==> src/rtl/chan_mux_arb.sv <==
// N-channel stream multiplexer with direct-select and round-robin modes,
// valid/ready handshakes and a single registered output stage.
module chan_mux_arb #(
  parameter int WIDTH    = 8,
  parameter int CHANNELS = 8,
  parameter int SEL_W    = 3
) (
  input  logic                      clk,
  input  logic                      rst,
  input  logic                      mode,
  input  logic [SEL_W-1:0]          sel,
  input  logic [CHANNELS*WIDTH-1:0] in_data,
  input  logic [CHANNELS-1:0]       in_valid,
  output logic [CHANNELS-1:0]       in_ready,
  output logic [WIDTH-1:0]          out_data,
  output logic [SEL_W-1:0]          out_chan,
  output logic                      out_valid,
  input  logic                      out_ready
);

  logic [WIDTH-1:0] r_out_data;
  logic [SEL_W-1:0] r_out_chan;
  logic             r_out_valid;
  logic [SEL_W-1:0] r_rr_ptr;

  logic             w_can_load;
  logic             w_found;
  logic [SEL_W-1:0] w_grant;
  logic             w_load;
  logic [SEL_W-1:0] w_rr_next;
  logic [WIDTH-1:0] w_mux_data;

  assign w_can_load = !r_out_valid || out_ready;

  // Grant depends only on mode, sel, in_valid and the pointer, never on data.
  always_comb begin
    int idx;
    idx     = 0;
    w_found = 1'b0;
    w_grant = '0;
    if (!mode) begin
      // Scanning the legal indices means sel >= CHANNELS simply never matches.
      for (int i = 0; i < CHANNELS; i++) begin
        if (sel == SEL_W'(i) && in_valid[i]) begin
          w_found = 1'b1;
          w_grant = SEL_W'(i);
        end
      end
    end else begin
      for (int k = 0; k < CHANNELS; k++) begin
        idx = int'(r_rr_ptr) + k;
        if (idx >= CHANNELS) idx = idx - CHANNELS;
        if (!w_found && in_valid[idx]) begin
          w_found = 1'b1;
          w_grant = SEL_W'(idx);
        end
      end
    end
  end

  assign w_load    = w_can_load && w_found && !rst;
  assign w_rr_next = (int'(w_grant) == CHANNELS - 1) ? '0 : w_grant + 1'b1;

  always_comb begin
    w_mux_data = '0;
    for (int i = 0; i < CHANNELS; i++) begin
      if (w_grant == SEL_W'(i)) w_mux_data = in_data[i*WIDTH +: WIDTH];
    end
  end

  generate
    for (genvar gi = 0; gi < CHANNELS; gi++) begin : g_ready
      assign in_ready[gi] = w_load && (w_grant == SEL_W'(gi));
    end
  endgenerate

  always_ff @(posedge clk or posedge rst) begin
    if (rst) begin
      r_out_data  <= '0;
      r_out_chan  <= '0;
      r_out_valid <= 1'b0;
      r_rr_ptr    <= '0;
    end else if (w_load) begin
      r_out_data  <= w_mux_data;
      r_out_chan  <= w_grant;
      r_out_valid <= 1'b1;
      if (mode) r_rr_ptr <= w_rr_next;
    end else if (r_out_valid && out_ready) begin
      r_out_valid <= 1'b0;
    end
  end

  assign out_data  = r_out_data;
  assign out_chan  = r_out_chan;
  assign out_valid = r_out_valid;

endmodule
==> config.mk <==
export PLATFORM = sky130hd
export DESIGN_NAME = chan_mux_arb
export DESIGN_NICKNAME = d
export VERILOG_FILES = /design/src/rtl/chan_mux_arb.sv
export SDC_FILE = /design/constraint.sdc
export NUM_CORES = 1
export LEC_CHECK = 0
export BUFFER_PORTS_ARGS = -buffer_cell sky130_fd_sc_hd__clkbuf_2
export CORE_ASPECT_RATIO = 0.8
export CORE_MARGIN = 2
export CORE_UTILIZATION = 25
export DETAILED_ROUTE_END_ITERATION = 7
export HOLD_SLACK_MARGIN = 0.03
export PLACE_DENSITY = 0.49
export SYNTH_ARGS = -nofsm -noshare
export SYNTH_HDL_FRONTEND = slang
export SYNTH_SLANG_ARGS = --single-unit
==> constraint.sdc <==
create_clock -name clk -period 5.9 [get_ports clk]
set_input_delay 1.18 -clock clk [delete_from_list [all_inputs] [get_ports clk]]
set_output_delay 1.18 -clock clk [all_outputs]
set_load 0.02 [all_outputs]
==> metrics.txt, run 1 <==
outcome=completed; Max transition margin=a little under three fifths; largest net degree at the start of global routing=26; drt initial violations=around 220; Final Cell Area=0.00332 mm2; Core Area=around 0.010 mm2; clk_skew=between 0.003 and 0.004 ns; area leader, netlist=dfrtp_1; Mapped Cells=320; Antenna Cells=0; vias in the first global route=roughly 2900; nets@finish=between 400 and 500; Mean Syn Cell Area=between 8 and 9 um2; IO Port Bufs=98; Max stage delay cell, worst path=ha_2; Peak Freq=roughly 180 MHz; syn_nets=slightly above 400; Comb pwr share=between 80% and 90%; switching power=about 0.95 mW; initial antenna violation count=0; Critical Path AT=between 4 and 5 ns; Main synth FF type=dfrtp_1; Clock Power Share=under 10%; global-route usage over all layers=16.6%; Fillers=between 1000 and 1500; part of the power in registers=9.5%; crit start category=flop; Fin. Hold Viols=0; synthesis-to-layout area growth=28.6%; Leak=~1.5 nW; Vias=approximately 3000; Slew Limit Fails=0; Pint=approximately 0.83 mW; Hold Path Origin=out_chan[0]; first-pass GRT wire length=~15000 um; Post-DP Area=0.00323 mm2; CP required=4.72 ns; worst reg2reg path endpoint=out_data[6]; Worst R2R Setup Slack=about 0.96 ns; Worst-Skew Late Latency=approximately 0.25 ns; post-synthesis cell area=between 0.002 and 0.003 mm2; post-route ant nets=0; TritonCTS clock tree=done; post-synthesis register bit count=15; Yosys warning total=0; RePlAce Congestion=~0.93; worst vdd ir=roughly 0.16 mV; WL per Instance=17.2 um; most frequent cells in the layout=clkbuf_2, nand2_1, a21oi_1; Period Utilization, post-route=between 90% and 100%; Worst Tran Pin Value=approximately 0.67 ns; hold_ws=about 0.48 ns; WS Path Type=flop to primary output; layout cell share with drive strength beyond 1=36.7%; io pins=between 90 and 100; element type at the critical path end=primary output; CP startpoint=r_rr_ptr[0]; Cell Count, Final, Fillers Out=around 550; Initial Util=between 20% and 30%; switch share=between 50% and 60%; commonest non-fill, non-tap cell in the layout=clkbuf_2; synth top area cells=dfrtp_1, mux4_2, a21oi_1; die area=0.0111 mm2; Synth async-reset ratio=100%; crit-path cells=clkinv_1, ha_2, mux2_2, or4_1, nand4_1, and4_1, a211oi_2, a311oi_4, ha_1, ha_1, inv_1, nor2_1, clkbuf_2; Post-CTS Setup Repair Bufs=0; total wire length=between 9000 and 10000 um; Setup-failing EPs final=0; Hold EP=out_chan[0]; reg2reg path depth=20; DP Worst Slack=approximately 0.48 ns; DRC=0; dpl hpwl=7440 um; Placed Cells=~550; Most Frequent Cell on Critical Path=ha_1; num rows=33; Max stage delay on crit path=around 0.57 ns; number of unique standard cell types used by synthesis=66; Clock Sinks=15; Hold Path Class=flop to flop; max_cap viols=0; Final min period=between 5 and 6 ns; die extent in x=approximately 120 um; Num CTS Buffers=3; Synth top area share=around 15%; unrepaired setup endpoints after global routing=no; root buffer cell=clkbuf_16; maximum clock insertion buffer count=2; post-synthesis sequential area ratio=between 10 and 15%; H-tree level count=1; Hold Buf Count CTS=0; final setup TNS=0 ns; Post-synth EDFFs=0; first drt pass iteration count=4; Worst Hold Depth=2; Worst Path Max Fanout=11; R2R Path Start=r_rr_ptr[0]; final worst setup slack=around 0.36 ns; Remaining Overflow, GRT=0; drt via density=roughly 5.4; pwr dens=534 mW/mm2; floorplan die height=94.8 um; clock-pin slew on the worst setup and hold paths=0.05 ns
-- cell type report --
class / count / area [um2] / area share (%)
clock buffers: 4 / 78.8 / 2.38
inverters: 22 / 85.1 / 2.57
multi-input cells: 260 / 2000 / 60.3
flip-flops and latches: 15 / 375 / 11.3
well taps: 140 / 175 / 5.28
repair buffers: 111 / 601 / 18.1
-- worst max-delay path: cells and delay by family (launching register included) --
kind / cells / cell delay, ns
compound gates: 2 / 0.36
mux: 1 / 0.39
buf+inv: 3 / 0.72
simple gates: 4 / 1.23
flops: 1 / 0.36
fa+ha+maj: 3 / 1.05
-- kinds of logic (layout without fill, tap and decap cells) --
logic type                 count (synthesis)  count (layout)  synth area share, %
muxes                                     32              32                 18.5
buffers and inverters                     45             137                 7.91
adders and majority gates                  7               7                 3.40
DFF                                       15              15                 14.6
AOI/OAI and AO/OA                        110             110                 30.3
and+or+nand+nor                          108             108                 24.0
xor gates and xnor gates                   3               3                 1.31
-- synthesized netlist by cell type (all sizes together), types with 3 or more instances --
master	instances
mux4	11
a21o	3
buf	10
o41ai	8
clkbuf	13
o211ai	7
ha	7
nor4b	4
nor2	15
and2	5
o21ai	18
a21oi	26
a221oi	3
inv	20
dfrtp	15
o2111ai	8
nand2b	4
a211oi	7
nor4bb	3
and3	16
nand4	3
nand3	5
nor3	3
nor4	4
nand2	32
o22ai	9
or3	5
a32oi	4
mux2i	9
mux2	12
o2bb2ai	5
-- registers in the layout (all words and copies together), names as in the netlist --
register,cells
r_rr_ptr,3
out_chan,3
out_valid,1
out_data,8
-- power by group through the flow --
stage               clock network (mW)  logic [mW]  registers, mW
CTS                              0.142        1.45          0.168
global placement                     0        1.45          0.168
finish                           0.138        1.46          0.168
detailed placement                   0        1.44          0.169
global route                     0.147        1.61          0.173
floorplan                            0        1.04          0.203
-- worst max-delay path by stage --
stage | endpoint | slack (ns) | depth (start not counted)
after CTS | in_ready[7] | 0.31 | 13
after global routing | in_ready[7] | 0.08 | 13
after detailed placement | in_ready[7] | 0.48 | 12
after floorplan | in_ready[3] | 0.31 | 16
final | in_ready[7] | 0.36 | 13
after global placement | in_ready[7] | 0.59 | 12
-- metrics by stage --
stage / total power [mW] / utilization, %
2_1_floorplan: 1.24 / -
3_3_place_gp: 1.62 / 31.8
3_5_place_dp: 1.61 / 31.8
4_1_cts: 1.76 / 32.6
5_1_grt: 1.93 / 32.6
6_report: 1.77 / 32.6
-- metal layers --
layer	part of all wire [%]	GRT usage (%)	wire length [um]
met2	46	25.1	4370
met3	4.8	2.05	461
met4	0.33	2.21	31
met5	0	0	0
met1	49	25.6	4650
-- timing repair --
| item | 4_1_cts | 5_1_grt |
|---|---|---|
| resized for setup | 0 | 1 |
| endpoints found under the hold margin | 0 | 0 |
| setup endpoints to repair | 0 | 1 |
(Power assumes the default switching activity.)
==> run 2, diff against run 1 <==
CORE_UTILIZATION = 51   (was 25)
PLACE_DENSITY = 0.86   (was 0.49)
==> run 2 against run 1 <==
  * Maximum frequency increased by 0.80%
  * Clock skew up 0.0080 ns
  * Cell count fell by 15%
  * Critical path depth unchanged
  * Sequential power is 9% higher
  * Core utilization grew 31 points
  * First-iteration DRC count rose by 19%
  * Clock power shrank 36%
  * Via count increased by 2.3%
  * Register-to-register slack gained 0.05 ns
  * Combinational power is 5% lower
  * Sequential share of layout area increased by 0.59 points
==> metrics.txt, run 2 (synthesized netlist as in run 1, its figures left out) <==
Largest register FFs=8 (unchanged); CP required=4.72 ns (about the same); Final Cell Area=0.00315 mm2 (was 0.00332 mm2); Max stage delay on crit path=0.63 ns (was 0.57 ns); Remaining Overflow, GRT=0 (unchanged); H-tree level count=1 (unchanged); unrepaired setup endpoints after global routing=no (unchanged); Leak=1.44 nW (was 1.47 nW); CP top delay family=adder cells (was simple AND/OR/NAND/NOR gates); num rows=23 (was 33); element type at the critical path end=primary output (unchanged); WS Path Type=flop to primary output (unchanged); WL per Instance=17.7 um (was 17.2 um); Placed Cells=467 (was 548); post_cts resized=0 (unchanged); io pins=99 (unchanged); Peak Freq=182 MHz (was 180 MHz); first drt pass iteration count=5 (was 4); IO Port Bufs=98 (unchanged); Hold Buf Count CTS=0 (unchanged); Setup-failing EPs final=0 (unchanged); Fin. Hold Viols=0 (unchanged); crit path buf inv count=3 (unchanged); Worst-Skew Late Latency=0.26 ns (was 0.25 ns); max_cap viols=0 (unchanged); Worst Hold Depth=2 (unchanged); drt initial violations=265 (was 222); Worst Path Max Fanout=15 (was 11); worst vdd ir=0.266 mV (was 0.159 mV); first-pass GRT wire length=12600 um (was 15100 um); layout cell share with drive strength beyond 1=36.4% (was 36.7%); Max transition margin=50.1% (was 55.3%); clock-pin slew on the worst setup and hold paths=0.07 ns (was 0.05 ns); DRC=0 (unchanged); Period Utilization, post-route=93.2% (was 93.9%); initial antenna violation count=0 (unchanged); total wire length=8350 um (was 9510 um); largest net degree at the start of global routing=26 (unchanged); pwr dens=529 mW/mm2 (was 534 mW/mm2); global-route usage over all layers=27.2% (was 16.6%); Core Area=0.00495 mm2 (was 0.0102 mm2); die area=0.00564 mm2 (was 0.0111 mm2); Hold Path Class=flop to flop (unchanged); reg2reg path depth=20 (unchanged); Antenna Cells=0 (unchanged); maximum clock insertion buffer count=2 (unchanged); outcome=completed (unchanged); die extent in x=83.5 um (was 118 um); post-route ant nets=0 (unchanged); vias in the first global route=2567 (was 2897); root buffer cell=clkbuf_8 (was clkbuf_16); Max stage delay cell, worst path=ha_2 (unchanged); Initial Util=52.1% (was 25.4%); Clock Sinks=15 (unchanged); Fillers=448 (was 1134); Num CTS Buffers=3 (unchanged); TritonCTS clock tree=done (unchanged); Vias=3040 (was 2973); drt via density=6.45 (was 5.39); Post-CTS Setup Repair Bufs=0 (unchanged); Final min period=5.50 ns (was 5.54 ns); Critical Path AT=4.32 ns (was 4.36 ns); Post-DP Area=0.00310 mm2 (was 0.00323 mm2); floorplan die height=67.6 um (was 94.8 um); Worst Tran Pin Value=0.749 ns (was 0.670 ns); WP depth=13 (unchanged); dpl hpwl=6370 um (was 7440 um); crit-path cells=clkinv_1, ha_2, mux2_2, mux2_2, o211ai_2, and4_1, a211oi_2, a311oi_4, ha_1, ha_1, inv_1, nor2_1, clkbuf_2 (was clkinv_1, ha_2, mux2_2, or4_1, nand4_1, and4_1, a211oi_2, a311oi_4, ha_1, ha_1, inv_1, nor2_1, clkbuf_2); clk_skew=0.0117 ns (was 0.00370 ns); most frequent cells in the layout=clkbuf_2, nand2_1, a21oi_1 (unchanged); crit start category=flop (unchanged); Cell Count, Final, Fillers Out=471 (was 552); Slew Limit Fails=0 (unchanged); RePlAce Congestion=0.931 (about the same); commonest non-fill, non-tap cell in the layout=clkbuf_2 (unchanged); final setup TNS=0 ns (unchanged); synthesis-to-layout area growth=22.2% (was 28.6%); nets@finish=496 (was 499)
## run 2: cell type report
cell class	instances	area (um2)	share of cell area [%]
Timing Repair Buffer	108	566	18.0
Inverter	22	85.1	2.70
Multi-Input combinational cell	260	2000	63.5
Sequential cell	15	375	11.9
Tap cell	62	77.6	2.46
Clock inverter	1	5.00	0.159
Clock buffer	3	41.3	1.31
## run 2: layer usage
layer	vias up	wire length, um	track usage [%]
met1	1459	3690	41.2
met5	-	0	0
met4	0	47	2.62
met2	135	3920	42.6
li1	1435	-	-
met3	11	696	3.79
## run 2: final timing paths
check	start	end	slack, ns
hold reg to reg	out_chan[1]	out_chan[1]	0.49
max in group asynchronous	rst	out_data[2]	4.51
min in group asynchronous	rst	r_rr_ptr[2]	0.98
setup / recovery	r_rr_ptr[0]	in_ready[7]	0.40
setup reg to reg	r_rr_ptr[0]	out_data[6]	1.01
hold / removal	out_chan[1]	out_chan[1]	0.49
## run 2: report_power, final
part | switching [mW] | leakage (nW) | internal, mW | total (mW)
Sequential | 0.0400 | 0.191 | 0.143 | 0.183
Clock | 0.0418 | 0.0255 | 0.0469 | 0.0887
Combinational | 0.827 | 1.22 | 0.568 | 1.39
Total | 0.909 | 1.44 | 0.757 | 1.67
## run 2: metrics by stage
step                power (mW)  setup slack (ns)  utilization, %  hold WS (ns)
floorplan                 1.24             0.313               -         0.590
global placement          1.50             0.623            62.7         0.461
detailed placement        1.54             0.507            62.7         0.471
CTS                       1.64             0.316            63.6         0.487
global route              1.79             0.120            63.7         0.525
finish                    1.67             0.404            63.7         0.490
## run 2: worst reg2reg max path: cells and delay by family, from the launching register on
| family | cells | cell delay, ns |
|---|---|---|
| buffers and inverters | 6 | 1.00 |
| AND/OR/NAND/NOR | 2 | 0.47 |
| multiplexers | 2 | 0.98 |
| adder cells (fa/ha/maj) | 2 | 0.77 |
| AO/OA/AOI/OAI | 8 | 1.27 |
| flip-flops | 1 | 0.35 |
==> run 3, diff against run 2 <==
BUFFER_PORTS_ARGS = not set   (was -buffer_cell sky130_fd_sc_hd__clkbuf_2)
CORE_UTILIZATION = 65   (was 51)
DONT_BUFFER_PORTS = 1   (was not set)
PLACE_DENSITY = 0.84   (was 0.86)
==> run 3 against run 2 <==
  * Flip-flop and latch count stayed put
  * Sequential share of layout area rose by 2.0 points
  * Cell count is 21% lower
  * Register-to-register slack worse by 0.19 ns
  * Critical endpoint unchanged
  * Largest cell class unchanged
==> metrics.txt, run 3 (synthesized netlist as in run 1, its figures left out) <==
outcome=completed (unchanged); drt via density=7.48 (was 6.45); WL per Instance=21.0 um (was 17.7 um); synthesis-to-layout area growth=4.51% (was 22.2%); Worst-Skew Late Latency=0.25 ns (was 0.26 ns); Setup-failing EPs final=0 (unchanged); Hold Path Origin=out_chan[0] (was out_chan[1]); R2R Path Start=r_rr_ptr[1] (was r_rr_ptr[0]); IO Port Bufs=0 (was 98); total wire length=7820 um (was 8350 um); global-route usage over all layers=33.9% (was 27.2%); most frequent cells in the layout=nand2_1, a21oi_1, inv_1 (was clkbuf_2, nand2_1, a21oi_1); dpl hpwl=5840 um (was 6370 um); Max stage delay cell, worst path=ha_1 (was ha_2); met1 Resource Use GR=51.7% (was 41.2%); clock-pin slew on the worst setup and hold paths=0.07 ns (about the same); Hold Path Class=flop to flop (unchanged); first-pass GRT wire length=11700 um (was 12600 um); total power=1.63 mW (was 1.67 mW); worst vdd ir=0.313 mV (was 0.266 mV); Core Area=0.00380 mm2 (was 0.00495 mm2); Period Utilization, post-route=95.7% (was 93.2%); WS Path Type=flop to primary output (unchanged); vias in the first global route=2444 (was 2567); Peak Freq=177 MHz (was 182 MHz); maximum clock insertion buffer count=2 (unchanged); met3 GRT Util=10.6% (was 3.79%); initial antenna violation count=0 (unchanged); die area=0.00449 mm2 (was 0.00564 mm2); Vias=2782 (was 3040); clk_skew=0.000828 ns (was 0.0117 ns); Max stage delay on crit path=0.69 ns (was 0.63 ns); Num CTS Buffers=3 (unchanged); floorplan die height=60.3 um (was 67.6 um); Leak=1.06 nW (was 1.44 nW); crit path buf inv count=3 (unchanged); Critical Path AT=4.46 ns (was 4.32 ns); final setup TNS=0 ns (unchanged); TritonCTS clock tree=done (unchanged); CP required=4.72 ns (about the same); max_cap viols=0 (unchanged); Largest register FFs=8 (unchanged); largest net degree at the start of global routing=26 (unchanged); Max transition margin=45.8% (was 50.1%); pwr dens=607 mW/mm2 (was 529 mW/mm2); drt initial violations=427 (was 265); die extent in x=74.4 um (was 83.5 um); DRC=0 (unchanged); H-tree level count=1 (unchanged); first drt pass iteration count=5 (unchanged); Initial Util=67.8% (was 52.1%); post-route ant nets=0 (unchanged); Most Frequent Cell on Critical Path=ha_1; commonest non-fill, non-tap cell in the layout=nand2_1 (was clkbuf_2); crit-path cells=inv_1, ha_1, mux2_2, mux2_2, o211ai_2, and4_1, nand2_1, a41oi_2, buf_4, ha_1, ha_1, inv_1, nor2_1 (was clkinv_1, ha_2, mux2_2, mux2_2, o211ai_2, and4_1, a211oi_2, a311oi_4, ha_1, ha_1, inv_1, nor2_1, clkbuf_2); post_cts resized=0 (unchanged); Fin. Hold Viols=0 (unchanged); nets@finish=404 (was 496); Worst Path Max Fanout=15 (unchanged); layout cell share with drive strength beyond 1=17.7% (was 36.4%); CP top delay family=adder cells (unchanged); Hold Buf Count CTS=0 (unchanged); CP startpoint=r_rr_ptr[1] (was r_rr_ptr[0]); crit start category=flop (unchanged); met2 global-route usage=47.9% (was 42.6%); Worst Tran Pin Value=0.813 ns (was 0.749 ns); Post-CTS Setup Repair Bufs=0 (unchanged); num rows=20 (was 23); grt peak-use layer=met1 (was met2); Slew Limit Fails=0 (unchanged); unrepaired setup endpoints after global routing=no (unchanged); Final min period=5.64 ns (was 5.50 ns); io pins=99 (unchanged); root buffer cell=clkbuf_8 (unchanged); Remaining Overflow, GRT=0 (unchanged); Clock Sinks=15 (unchanged); element type at the critical path end=primary output (unchanged); Antenna Cells=0 (unchanged); RePlAce Congestion=1.05 (was 0.931)
run 3: final timing paths:
check / endpoint / slack [ns] / cells past startpoint
max: in_ready[7] / 0.26 / 13
min: out_chan[0] / 0.64 / 2
max reg2reg: out_data[7] / 0.82 / 19
min reg2reg: out_chan[0] / 0.64 / 2
max in group asynchronous: out_data[7] / 4.62 / 1
min in group asynchronous: out_valid / 0.88 / 1
run 3: metrics by stage:
step / cell area, um2 / hold WS, ns / utilization, % / setup WS [ns] / std cells
floorplan: 2580 / 0.590 / - / 0.313 / 320
global placement: 2650 / 0.607 / 69.6 / 0.761 / 368
detailed placement: 2650 / 0.625 / 69.6 / 0.573 / 368
CTS: 2690 / 0.640 / 70.8 / 0.355 / 372
global route: 2690 / 0.662 / 70.8 / 0.0532 / 372
finish: 2690 / 0.638 / 70.8 / 0.256 / 372
run 3: power breakdown:
| group | leakage, nW | switching (mW) | internal (mW) |
|---|---|---|---|
| Clock | 0.0255 | 0.0403 | 0.0469 |
| Sequential | 0.191 | 0.0811 | 0.142 |
| Combinational | 0.842 | 0.789 | 0.534 |
| Total | 1.06 | 0.910 | 0.723 |
run 3: layout make-up:
cell class | count | area [um2]
tap | 55 | 68.8
clock inverter | 1 | 5.00
timing repair buffer | 16 | 120
inverter | 22 | 85.1
sequential | 15 | 375
fill | 322 | 1110
multi-input combinational | 260 | 2000
clock buffer | 3 | 41.3
run 3: routing by layer:
layer  part of all wire [%]  vias to the layer above  wire [um]
met2                     44                      232       3480
met5                      0                        -          0
li1                       -                     1248          -
met1                     40                     1292       3160
met4                   0.69                        0         54
met3                     14                       10       1130
run 3: worst reg2reg max path: cells and delay by family (launching register included):
family / cells / cell delay, ns
flip-flops: 1 / 0.35
AO/OA/AOI/OAI: 8 / 1.26
buffers and inverters: 5 / 0.73
adder cells (fa/ha/maj): 2 / 1.19
multiplexers: 2 / 1.02
AND/OR/NAND/NOR: 2 / 0.46
